$ cat src/rtl/game_pkg.sv
// Shared types and constants for the game round controller: FSM state encoding and
// 4-digit BCD score limits.
package game_pkg;

    typedef enum logic [1:0] {
        IDLE = 2'd0,
        ARM  = 2'd1,
        PLAY = 2'd2,
        OVER = 2'd3
    } state_t;

    localparam int          BCD_DIGIT_W = 4;
    localparam int          BCD_DIGITS  = 4;
    localparam logic [15:0] BCD_MAX     = 16'h9999;

endpackage

$ cat src/rtl/btn_debounce.sv
// Level debouncer: the output follows the input only after the input has differed from
// the current output for DEBOUNCE_CYCLES consecutive clocks.
module btn_debounce #(
    parameter int DEBOUNCE_CYCLES = 500000
) (
    input  logic clock,
    input  logic reset,
    input  logic din,
    output logic level
);

    localparam int CNT_W = $clog2(DEBOUNCE_CYCLES + 1);

    logic [CNT_W-1:0] cnt_q, cnt_d;
    logic             level_q, level_d;

    always_comb begin
        cnt_d   = cnt_q;
        level_d = level_q;
        if (din == level_q) begin
            cnt_d = '0;
        end else if (cnt_q == CNT_W'(DEBOUNCE_CYCLES - 1)) begin
            level_d = din;
            cnt_d   = '0;
        end else begin
            cnt_d = cnt_q + CNT_W'(1);
        end
    end

    always_ff @(posedge clock or posedge reset) begin
        if (reset) begin
            cnt_q   <= '0;
            level_q <= 1'b0;
        end else begin
            cnt_q   <= cnt_d;
            level_q <= level_d;
        end
    end

    assign level = level_q;

endmodule

$ cat src/rtl/game_round_ctrl.sv
// Round controller: gates the countdown timer, keeps round/best score in BCD.
// Define MISS_PENALTY_EN to make miss_evt decrement the score and pulse penalty.
module game_round_ctrl
    import game_pkg::*;
#(
    parameter int DEBOUNCE_CYCLES = 500000,
    parameter int LOW_TIME_THRESH = 100000,
    parameter int TIMER_W         = 21
) (
    input  logic               clock,
    input  logic               reset,
    input  logic               btn_start,
    input  logic               hit_evt,
    input  logic               miss_evt,
    input  logic               game_over,
    input  logic [TIMER_W-1:0] timer_value,
    output logic               timer_rst,
    output logic [1:0]         state,
    output logic [15:0]        score_bcd,
    output logic [15:0]        best_bcd,
    output logic               low_time,
    output logic               penalty
);

    // Saturating BCD increment, per-digit carry.
    function automatic logic [15:0] bcd_inc(input logic [15:0] v);
        logic [15:0] r;
        logic        carry;
        r     = v;
        carry = (v != BCD_MAX);
        for (int i = 0; i < BCD_DIGITS; i++) begin
            if (carry) begin
                if (r[i*BCD_DIGIT_W +: BCD_DIGIT_W] == 4'd9) begin
                    r[i*BCD_DIGIT_W +: BCD_DIGIT_W] = 4'd0;
                end else begin
                    r[i*BCD_DIGIT_W +: BCD_DIGIT_W] = r[i*BCD_DIGIT_W +: BCD_DIGIT_W] + 4'd1;
                    carry = 1'b0;
                end
            end
        end
        return r;
    endfunction

    // Saturating BCD decrement, per-digit borrow; stays at zero.
    function automatic logic [15:0] bcd_dec(input logic [15:0] v);
        logic [15:0] r;
        logic        borrow;
        r      = v;
        borrow = (v != 16'h0000);
        for (int i = 0; i < BCD_DIGITS; i++) begin
            if (borrow) begin
                if (r[i*BCD_DIGIT_W +: BCD_DIGIT_W] == 4'd0) begin
                    r[i*BCD_DIGIT_W +: BCD_DIGIT_W] = 4'd9;
                end else begin
                    r[i*BCD_DIGIT_W +: BCD_DIGIT_W] = r[i*BCD_DIGIT_W +: BCD_DIGIT_W] - 4'd1;
                    borrow = 1'b0;
                end
            end
        end
        return r;
    endfunction

    // Digit-wise compare, most significant digit decides.
    function automatic logic bcd_gt(input logic [15:0] a, input logic [15:0] b);
        logic gt;
        logic done;
        gt   = 1'b0;
        done = 1'b0;
        for (int i = BCD_DIGITS - 1; i >= 0; i--) begin
            if (!done && (a[i*BCD_DIGIT_W +: BCD_DIGIT_W] != b[i*BCD_DIGIT_W +: BCD_DIGIT_W])) begin
                gt   = a[i*BCD_DIGIT_W +: BCD_DIGIT_W] > b[i*BCD_DIGIT_W +: BCD_DIGIT_W];
                done = 1'b1;
            end
        end
        return gt;
    endfunction

    logic        sync1_q, sync2_q;
    logic        btn_level, btn_prev_q;
    logic        start_edge;
    state_t      state_q, state_d;
    logic [15:0] score_q, score_d;
    logic [15:0] best_q, best_d;
    logic        low_time_q, low_time_d;
    logic        penalty_q, penalty_d;

    btn_debounce #(
        .DEBOUNCE_CYCLES(DEBOUNCE_CYCLES)
    ) u_debounce (
        .clock(clock),
        .reset(reset),
        .din  (sync2_q),
        .level(btn_level)
    );

    assign start_edge = btn_level & ~btn_prev_q;

`ifndef MISS_PENALTY_EN
    logic unused_miss;
    assign unused_miss = miss_evt;
`endif

    always_comb begin
        state_d    = state_q;
        score_d    = score_q;
        best_d     = best_q;
        penalty_d  = 1'b0;
        low_time_d = (state_q == PLAY) && (timer_value < TIMER_W'(LOW_TIME_THRESH));
        case (state_q)
            IDLE: if (start_edge) state_d = ARM;
            ARM: begin
                score_d = '0;
                state_d = PLAY;
            end
            PLAY: begin
                // A hit coinciding with game_over is dropped; best captures the final score.
                if (game_over) begin
                    state_d = OVER;
                    if (bcd_gt(score_q, best_q)) best_d = score_q;
                end else begin
`ifdef MISS_PENALTY_EN
                    if (miss_evt) begin
                        penalty_d = 1'b1;
                        if (!hit_evt) score_d = bcd_dec(score_q);
                    end else if (hit_evt) begin
                        score_d = bcd_inc(score_q);
                    end
`else
                    if (hit_evt) score_d = bcd_inc(score_q);
`endif
                end
            end
            OVER: if (start_edge) state_d = ARM;
            default: state_d = IDLE;
        endcase
    end

    always_ff @(posedge clock or posedge reset) begin
        if (reset) begin
            sync1_q    <= 1'b0;
            sync2_q    <= 1'b0;
            btn_prev_q <= 1'b0;
            state_q    <= IDLE;
            score_q    <= '0;
            best_q     <= '0;
            low_time_q <= 1'b0;
            penalty_q  <= 1'b0;
        end else begin
            sync1_q    <= btn_start;
            sync2_q    <= sync1_q;
            btn_prev_q <= btn_level;
            state_q    <= state_d;
            score_q    <= score_d;
            best_q     <= best_d;
            low_time_q <= low_time_d;
            penalty_q  <= penalty_d;
        end
    end

    assign timer_rst = (state_q == IDLE) || (state_q == ARM);
    assign state     = state_q;
    assign score_bcd = score_q;
    assign best_bcd  = best_q;
    assign low_time  = low_time_q;
    assign penalty   = penalty_q;

endmodule
$ cat config.mk
export PLATFORM = sky130hd
export DESIGN_NAME = game_round_ctrl
export DESIGN_NICKNAME = d
export VERILOG_FILES = /design/src/rtl/game_pkg.sv /design/src/rtl/btn_debounce.sv /design/src/rtl/game_round_ctrl.sv
export SDC_FILE = /design/constraint.sdc
export NUM_CORES = 1
export LEC_CHECK = 0
export BUFFER_PORTS_ARGS = -buffer_cell sky130_fd_sc_hd__buf_2
export CORE_MARGIN = 3
export CORE_UTILIZATION = 50
export DETAILED_ROUTE_END_ITERATION = 8
export PLACE_DENSITY = 0.74
export SLEW_MARGIN = 20
export SYNTH_ARGS = -nofsm -noshare
export SYNTH_HDL_FRONTEND = slang
export SYNTH_SLANG_ARGS = --single-unit
$ cat constraint.sdc
create_clock -name clock -period 2.05 [get_ports clock]
set_input_delay 0.1025 -clock clock [delete_from_list [all_inputs] [get_ports clock]]
set_output_delay 0.1025 -clock clock [all_outputs]
set_load 0.02 [all_outputs]
* Yosys cells after proc, flatten, opt, wreduce, memory -nomap -nowiden
Cells that the tools add are included.
Widths: inputs -> output; s select.
** Storage, ports and cells
- Flip-flop bits (word level) :: 58
- Bits of input ports :: 27
** Cells by class
- Eq/ne operators :: 22
- Multiplexer cells :: 46
- Magnitude comparators :: 5
- Bitwise logic cells :: 3
- Reduce and logical (&&, ||, !) cells :: 18
- Add/sub/neg operators :: 5
** Operators with widths (count)
- $mux 19 :: 2
- $mux 16 :: 2
- $mux 4 :: 8
- $pmux 16 s2 :: 1
- $mux 1 :: 30
- $lt 21x17->1 const B :: 1
- $add 19x1->19 const B :: 1
- $eq 19x19->1 const B :: 1
- $add 4x1->4 const B :: 4
- $eq 4x4->1 const B :: 4
- $gt 4x4->1 :: 4
- $ne 16x16->1 const B :: 1
- $ne 4x4->1 :: 4
- $reduce_and 4->1 :: 4
- $ne 2x1->1 const B :: 5
- $ne 2x2->1 const B :: 3
- $pmux 2 s3 :: 1
- $eq 2x2->1 const B :: 2
- $logic_and 1x1->1 :: 4
- $mux 2 :: 2
- $reduce_and 2->1 :: 2
- $logic_not 1->1 :: 3
- $reduce_and 3->1 :: 1
- $eq 2x1->1 const B :: 1
- other kinds (7) :: 8

* Longest topological paths before layout
Gate-level depths: netlist (run 1).
- Depth in word-level cells :: 20
- Mapped depth :: 9
- Gate-level depth less buffers :: 8

* By module
Synthesis (run 1) repeated with hierarchy kept, for this count alone.
** Unflattened totals
- Cell total of the unflattened synthesis :: 380
- Area, all modules :: 3654.8 µm²
** By module, submodules not included
- game_round_ctrl :: cells an instance 279, seq. area each 950.9 µm², times used 1, area an instance 2613.8 µm²
- btn_debounce :: cells an instance 101, seq. area each 500.5 µm², times used 1, area an instance 1041.0 µm²

* Worst setup path after synthesis (run 1)
Ideal clock, no wire load.
- Path type :: register -> register
- Start :: register score_q[4] (netlist: score_bcd[4])
- End :: register best_q[0] (netlist: best_bcd[0])
- Setup slack :: -0.207 ns
- Data arrival time :: 2.132 ns
- Stages on the path, launching flop included :: 10
- Period minus slack after synthesis :: 2.257 ns
- Buffers on the path :: 1
- Data required time :: 1.925 ns
- Path through :: dfrtp_1 > inv_1 > ha_1 > nand4_1 > a41o_1 > a21oi_2 > o21ai_2 > a21oi_4 > buf_6 > mux2_2
** Between the ends
- Word-level cells in the longest chain between the ends :: 11
- Elaborated cells between the ends (all ways) :: 13
- Classes of those cells :: 1 x order compare; 1 x eq/ne; 7 x mux; 4 x reduce/logical
** Ends and longest elaborated chain
- start: declaration :: RTL line game_round_ctrl.sv:82 : logic [15:0] score_q, score_d;
- start signal: assignment :: RTL line game_round_ctrl.sv:153 : score_q <= score_d;
- $ne 4x4->1 :: RTL line game_round_ctrl.sv:70 : if (!done && (a[i*BCD_DIGIT_W +: BCD_DIGIT_W] != b[i*BCD_DIGIT_W +: BCD_DIGIT_W])) begin
- $logic_and 1x1->1 :: RTL line game_round_ctrl.sv:70
- $mux 1 :: RTL line game_round_ctrl.sv:70
- $mux 1 :: RTL line game_round_ctrl.sv:117 : if (game_over) begin
- $mux 1 :: RTL line game_round_ctrl.sv:109 : case (state_q)
- $logic_not 1->1 :: RTL line game_round_ctrl.sv:70
- $logic_and 1x1->1 :: RTL line game_round_ctrl.sv:70
- $mux 1 * :: RTL line game_round_ctrl.sv:70
- $mux 1 * :: RTL line game_round_ctrl.sv:117
- $mux 1 * :: RTL line game_round_ctrl.sv:109
- $reduce_and 3->1 (no source line) *
- end signal: assignment :: RTL line game_round_ctrl.sv:154 : best_q <= best_d;
- end: declaration :: RTL line game_round_ctrl.sv:83 : logic [15:0] best_q, best_d;
Mark *: on every way between the ends. The rest lies on a longest branch, timed or not. The select of a mux whose other input is x is not followed.
A chain may end at the register's enable or synchronous reset.

* Worst setup path in the final report (run 1)
- Start :: register score_q[5] (netlist: score_bcd[5])
- End :: register best_q[11] (netlist: best_bcd[11])
Same word-level chain as after synthesis.

==> flow_summary_export.csv, run 1 <==
group,metric,value,unit
logic_synthesis,ys_top_cells_by_area,"dfrtp_1 45%, ha_1 11%, mux2_2 4.6%, nor2_1 3.5%, inv_1 3.2%",
finish,layout-drive-gt1-share,38.6,%
timing,hold_violations,0,
timing,fin_skew,0.0104,ns
floorplanning,die_h,86.2,µm
grt,grt_util_all_layers,20.9,%
logic_synthesis,synth_top_family_by_area,"simple AND/OR/NAND/NOR gates",
power_and_ir_drop,p_clk_share,32.4,%
detailed_routing,drtAntennaViolNets,0,
power_and_ir_drop,vdd_ir_drop_max,0.626,mV
power_and_ir_drop,netSwitchingFraction,32.1,%
clock_network,ctsRootBufferMaster,"clkbuf_8",
logic_synthesis,synth_commonest_cells,"58 x dfrtp_1, 30 x nor2_1, 29 x ha_1, 27 x inv_1, 23 x nand2_1",
logic_synthesis,synthArstFlopShare,100,%
worst_setup_path,path_buf_inv,1,
detailed_routing,drt_pre_antenna_iters,5,
floorplanning,die_w,86.2,µm
logic_synthesis,yosys.area_share.adder,11.3,%
detailed_routing,num_vias,2701,
worst_setup_path,reg2reg_from,"score_bcd[5]",
logic_synthesis,yosys.area.top_type,"dfrtp_1",
timing,fmax,463,MHz
logic_synthesis,synth_cells,317,
worst_setup_path,slowest_stage,"dfrtp_2",
logic_synthesis,yosysSeqAreaShare,45.2,%
clock_network,htreeDepth,3,
worst_setup_path,critical_path_required,2.27,ns
detailed_routing,via_per_inst,5.32,
logic_synthesis,ys_ff_latch,58,
detailed_routing,first_iter_violations,77,
worst_setup_path,critPathCaptureType,"flop",
grt,grt-ovfl-total,0,
timing,fin_ws,-0.109,ns
worst_setup_path,crit_chain,"ha_4 -> nand4_1 -> a41o_1 -> a21oi_2 -> o21ai_2 -> a21oi_4 -> buf_12 -> mux2_4",
clock_network,cts_tree,"yes",
logic_synthesis,syn_nets,373,
power_and_ir_drop,finalPower,3320,µW
timing,finalCriticalPeriod,2.16,ns
status,violations,"negative setup slack",
logic_synthesis,syn_area_per_cell,10.1,µm²
floorplanning,std_cell_rows,28,
logic_synthesis,synthSimpleGateAreaFrac,17.8,%
worst_setup_path,arrival,2.38,ns
grt,grt_first_pass_wirelength,12200,µm
hold_path,holdCritPathClass,"primary input to flop",
worst_setup_path,cp_slowest_stage_delay,0.43,ns
grt,grt_max_degree,38,
logic_synthesis,ys_warn_count,0,
finish,layout.nets,484,
logic_synthesis,synthFlopType,"dfrtp_1",
clock_network,clock_sinks,58,
placement,dp.final_hpwl,4950,µm
floorplanning,core,6060,µm²
worst_setup_path,cp_top_family,"compound AO/OA/AOI/OAI gates",
clock_network,numCtsBuffers,9,
logic_synthesis,synth.most_common_cell,"dfrtp_1",
timing,finalCritPeriodShare,105,%
clock_network,clock_latency,0.34,ns
finish,syn2layout_area_growth,34.9,%
placement,io_buffers,56,
floorplanning,ios,64,
placement,place_ws,-0.0448,ns
detailed_routing,avgRoutedWirePerCell,14.7,µm
logic_synthesis,synth_compound_area_share,10.0,%
timing,setup_viol,16,
logic_synthesis,synthXorXnorAreaFrac,5.18,%
power_and_ir_drop,p_sw,1070,µW
power_and_ir_drop,seqPwrFrac,39.0,%
clock_network,clk_pin_slew,0.07,ns
worst_setup_path,startpoint,"score_bcd[5]",
timing,fin_tns_setup,-1.34,ns
job,maxCapViolations,0,
logic_synthesis,syn_area,3210,µm²
logic_synthesis,synth_mux_area_share,6.15,%
status,status,"finished with violations",
power_and_ir_drop,pwr-share-comb,28.6,%
timing,slew_violations,0,
finish,diodes,0,
logic_synthesis,synth_edf_count,0,
logic_synthesis,yosysUniqueCellTypes,46,
detailed_routing,route.detailed.drc,0,
timing,rsz0062_at_grt,"true",
placement,gp_congestion,0.846,
worst_setup_path,worst-r2r-setup-slack,-0.11,ns
power_and_ir_drop,leakage,0.00212,µW
detailed_routing,routed_wl,7440,µm
floorplanning,initial_core_util,53.0,%
worst_setup_path,cp_max_fo,11,
worst_setup_path,startpoint_type,"flop",
power_and_ir_drop,p_int,2250,µW
power_and_ir_drop,p_per_area,766,nW/µm²
grt,antenna_found_initial,0,
floorplanning,dieArea,7420,µm²
grt,grt_pass1_vias,2671,
hold_path,hp-start,"game_over",
clock_network,clock_path_buffers,2,
worst_setup_path,path_class,"flop to flop",
logic_synthesis,yosysTopAreaCellShare,45.2,%
[cells in the final DEF (no fill, tap or decap), types with 3 or more instances in the layout]
cell	netlist	layout
o21a_1	3	3
nand3_1	11	11
xor2_1	8	8
dlygate4sd3_1	0	4
buf_4	1	39
o31ai_1	4	4
inv_1	27	21
nor4_1	3	3
nand4_1	8	8
clkbuf_1	1	3
nor2b_1	4	3
dfrtp_1	58	48
mux2_4	0	12
buf_6	1	4
xnor2_1	11	11
clkbuf_8	0	11
a21o_1	4	4
dfrtp_2	0	10
buf_2	3	57
ha_1	29	23
nor3_1	5	4
inv_2	0	5
or3_1	3	3
o21ai_1	3	4
o21ai_0	14	13
and3_1	6	6
a21oi_1	10	9
nand3b_1	4	4
nor2_1	30	29
ha_4	0	6
mux2i_1	4	4
nand2_1	23	23
[cells by family after synthesis]
| family | Yosys count |
|---|---|
| and+or+nand+nor | 111 |
| DFF | 58 |
| AOI/OAI and AO/OA | 48 |
| buffers and inverters | 33 |
| adders and majority gates | 29 |
| xor gates and xnor gates | 19 |
| muxes | 18 |
| other | 1 |
[routing by layer]
metal	global-route usage (%)	up-vias	part of all wire [%]
li1	-	1320	-
met1	24.8	1311	43
met2	35.6	53	51
met3	6.24	17	4.0
met4	7.48	0	2.0
met5	0	-	0
[final cells by class]
| type | count | area [µm²] |
|---|---|---|
| repair buffers | 106 | 703 |
| inverters | 27 | 104 |
| fillers | 428 | 1730 |
| clock inverters | 2 | 35.0 |
| multi-input cells | 226 | 1770 |
| clock buffers | 14 | 163 |
| flip-flops and latches | 58 | 1460 |
| well taps | 75 | 93.8 |
[worst paths after layout]
kind	end	cells after the start
worst max-delay path	best_bcd[11]	8
worst min-delay path	state[1]	3
worst max register to register	best_bcd[11]	8
worst min register to register	sync2_q	0
max in group asynchronous	best_bcd[7]	4
min in group asynchronous	score_bcd[3]	3
[worst reg2reg max path, delay by kind of cell (launching register included)]
family / cells / cell delay [ns]
fa+ha+maj: 1 / 0.28
simple gates: 1 / 0.14
compound gates: 4 / 0.70
mux: 1 / 0.31
flops: 1 / 0.43
buf+inv: 1 / 0.17
[through the flow]
stage                     utilization, %  hold WS [ns]  instance area, µm²  cells
final                               71.5         0.170                4330    508
after global routing                71.5         0.197                4330    508
after CTS                           68.4         0.158                4140    493
after detailed placement            63.5         0.161                3850    471
after global placement              63.5         0.145                3850    471
after floorplan                        -         0.134                3270    317
[power by group through the flow]
| stage | combinational (µW) | sequential [µW] | clock, µW |
|---|---|---|---|
| after global routing | 1060 | 1300 | 1160 |
| final | 950 | 1300 | 1080 |
| after detailed placement | 826 | 1310 | 0 |
| after CTS | 840 | 1290 | 1090 |
| after global placement | 798 | 1310 | 0 |
| after floorplan | 392 | 1420 | 0 |
[state kept, by name (all words and copies together) (netlist names)]
name and flops:
score_bcd 16, btn_prev_q 1, best_bcd 16, sync1_q 1, low_time 1, u_debounce.level 1, sync2_q 1, u_debounce.cnt_q 19
state 2
[what timing repair did]
| item | CTS | global route |
|---|---|---|
| cloned | 0 | 1 |
| endpoints found under the setup margin | 18 | 28 |
| hold buffers | 4 | 0 |
| endpoints found under the hold margin | 23 | 0 |
| gates resized for setup | 10 | 23 |
| buffers inserted | 2 | 14 |
| pin swaps | 3 | 9 |
Power figures use the tool's default switching activity.
==> run 2: changes to the inputs <==
GPL_TIMING_DRIVEN = 0   (was default)
PLACE_DENSITY = default   (was 0.74)
PLACE_DENSITY_LB_ADDON = 0.1   (was default)
==> run 2 against run 1 <==
The flow still finishes with violations (negative setup slack); count of clock-buffer cells in the layout decreased by 5; critical path type unchanged; core utilization decreased by 2.7 points; global-route usage down 1.3 points; combinational power decreased by 16%; clock power down 14%; non-clock buffer count shrank 21; highest routed layer unchanged; final cell count is 4.1% lower; largest cell class unchanged.
==> flow_summary_export.csv, run 2 (synthesis gave the netlist of run 1 again) <==
group,metric,value,unit
status,status,"finished with violations",
status,violations,"negative setup slack",
clock_network,ctsRootBufferMaster,"clkbuf_8",
detailed_routing,avgRoutedWirePerCell,14.0,µm
finish,layout.nets,463,
detailed_routing,first_iter_violations,110,
finish,final_common_cell,"buf_2",
timing,setup_viol,12,
finish,largest_register,"u_debounce.cnt_q",
worst_setup_path,r2r_end,"best_bcd[0]",
worst_setup_path,reg2reg_depth,7,
finish,fillers,480,
worst_setup_path,worst-r2r-setup-slack,-0.07,ns
placement,io_buffers,56,
detailed_routing,drtAntennaViolNets,0,
finish,final_cells,487,
floorplanning,core,6060,µm²
placement,gp_congestion,0.850,
detailed_routing,drt_pre_antenna_iters,4,
timing,slew_violations,0,
timing,fin_skew,0.00842,ns
clock_network,htreeDepth,3,
power_and_ir_drop,leakage,0.00198,µW
timing,rsz0062_at_grt,"true",
finish,diodes,0,
worst_setup_path,startpoint_type,"flop",
grt,grt-ovfl-total,0,
worst_setup_path,endpoint,"best_bcd[0]",
timing,fin_ws,-0.0729,ns
clock_network,clock_path_buffers,2,
worst_setup_path,critPathCaptureType,"flop",
worst_setup_path,path_class,"flop to flop",
timing,finalCritPeriodShare,104,%
worst_setup_path,reg2reg_from,"score_bcd[14]",
timing,worst_pin_slew,0.714,ns
worst_setup_path,slowest_stage,"dfrtp_1",
finish,largest_reg_flops,19,
detailed_routing,via_per_inst,5.23,
placement,dp_cells,448,
floorplanning,dieArea,7420,µm²
worst_setup_path,cp_slowest_stage_delay,0.47,ns
power_and_ir_drop,vdd_ir_drop_max,0.482,mV
timing,finalCriticalPeriod,2.12,ns
detailed_routing,num_vias,2549,
hold_path,holdCritPathClass,"primary input to flop",
worst_setup_path,crit_chain,"ha_1 -> nand4_1 -> nor3_2 -> o21ai_2 -> a21oi_4 -> clkbuf_16 -> mux2_4",
job,maxCapViolations,0,
floorplanning,initial_core_util,53.0,%
timing,hold_ws,0.0170,ns
floorplanning,std_cell_rows,28,
grt,grt_util_all_layers,19.5,%
grt,antenna_found_initial,0,
clock_network,cts_tree,"yes",
clock_network,numCtsBuffers,9,
detailed_routing,route.detailed.drc,0,
worst_setup_path,startpoint,"score_bcd[14]",
floorplanning,die_h,86.2,µm
power_and_ir_drop,p_per_area,732,nW/µm²
finish,layout-drive-gt1-share,36.7,%
finish,syn2layout_area_growth,29.8,%
worst_setup_path,critical_path_required,2.26,ns
grt,grt_pass1_vias,2515,
timing,hold_violations,0,
floorplanning,die_w,86.2,µm
clock_network,clk_pin_slew,0.07,ns
worst_setup_path,cp_max_fo,7,
clock_network,clock_latency,0.34,ns
finish,layout_common_cells,"58 x buf_2, 45 x dfrtp_1, 30 x nor2_1",
detailed_routing,routed_wl,6840,µm
clock_network,clock_sinks,58,
worst_setup_path,arrival,2.34,ns
floorplanning,ios,64,
placement,dp.final_hpwl,4650,µm
grt,grt_first_pass_wirelength,11400,µm
grt,grt_max_degree,59,
timing,relSlewSlack,52.4,%
timing,fmax,471,MHz
run 2: repair_timing:
action,CTS,global route
pin swaps,1,8
hold endpoints to repair,60,0
endpoints found under the setup margin,24,29
buffers inserted,12,6
hold buffers,4,0
gates resized for setup,14,23
cloned,0,1
run 2: where the power goes:
group | leakage [µW] | switching [µW] | internal [µW]
clock network | 0.0000777 | 489 | 442
registers | 0.000744 | 101 | 1220
logic | 0.00116 | 485 | 312
run 2: metrics by stage:
stage          power [µW]  util [%]  worst slack [ns]  cell area (µm²)  TNS [ns]
6_report             3050      68.8           -0.0729             4170    -0.658
5_1_grt              3240      68.8            -0.186             4170     -2.91
4_1_cts              3030      66.2           -0.0701             4010    -0.589
3_5_place_dp         2020      60.2            -0.300             3650     -2.72
3_3_place_gp         2000      60.1            -0.399             3640    -16.54
2_1_floorplan        1810         -           -0.0737             3270    -0.425
run 2: final cells by class:
cell class | instances | area, µm² | area share (%)
inverters | 27 | 104 | 2.49
well taps | 75 | 93.8 | 2.25
plain buffers | 6 | 47.5 | 1.14
repair buffers | 79 | 499 | 12.0
multi-input cells | 226 | 1780 | 42.7
clock buffers | 9 | 124 | 2.97
flip-flops and latches | 58 | 1470 | 35.2
clock inverters | 7 | 56.3 | 1.35
run 2: worst min path at each step:
stage,from,endpoint,slack (ns),cells after the start
finish,timer_value[19],low_time,0.02,4
global route,timer_value[19],low_time,0.02,4
CTS,timer_value[19],low_time,0.006,4
detailed placement,btn_start,sync1_q,0.22,1
global placement,btn_start,sync1_q,0.21,1
floorplan,btn_start,sync1_q,0.13,0
run 2: critical path: cells and delay by family, from the launching register on:
kind | cells | cell delay (ns)
DFF | 1 | 0.47
muxes | 1 | 0.30
AOI/OAI and AO/OA | 2 | 0.31
and+or+nand+nor | 2 | 0.40
buffers and inverters | 1 | 0.19
adders and majority gates | 1 | 0.34
run 2: per-layer routing:
metal	up-vias	share of wire [%]	routed length, µm	global-route usage, %
li1	1278	-	-	-
met1	1221	44	3040	24.3
met2	38	50	3440	33.4
met3	12	3.7	251	4.13
met4	0	1.6	111	6.91
met5	-	0	0	0
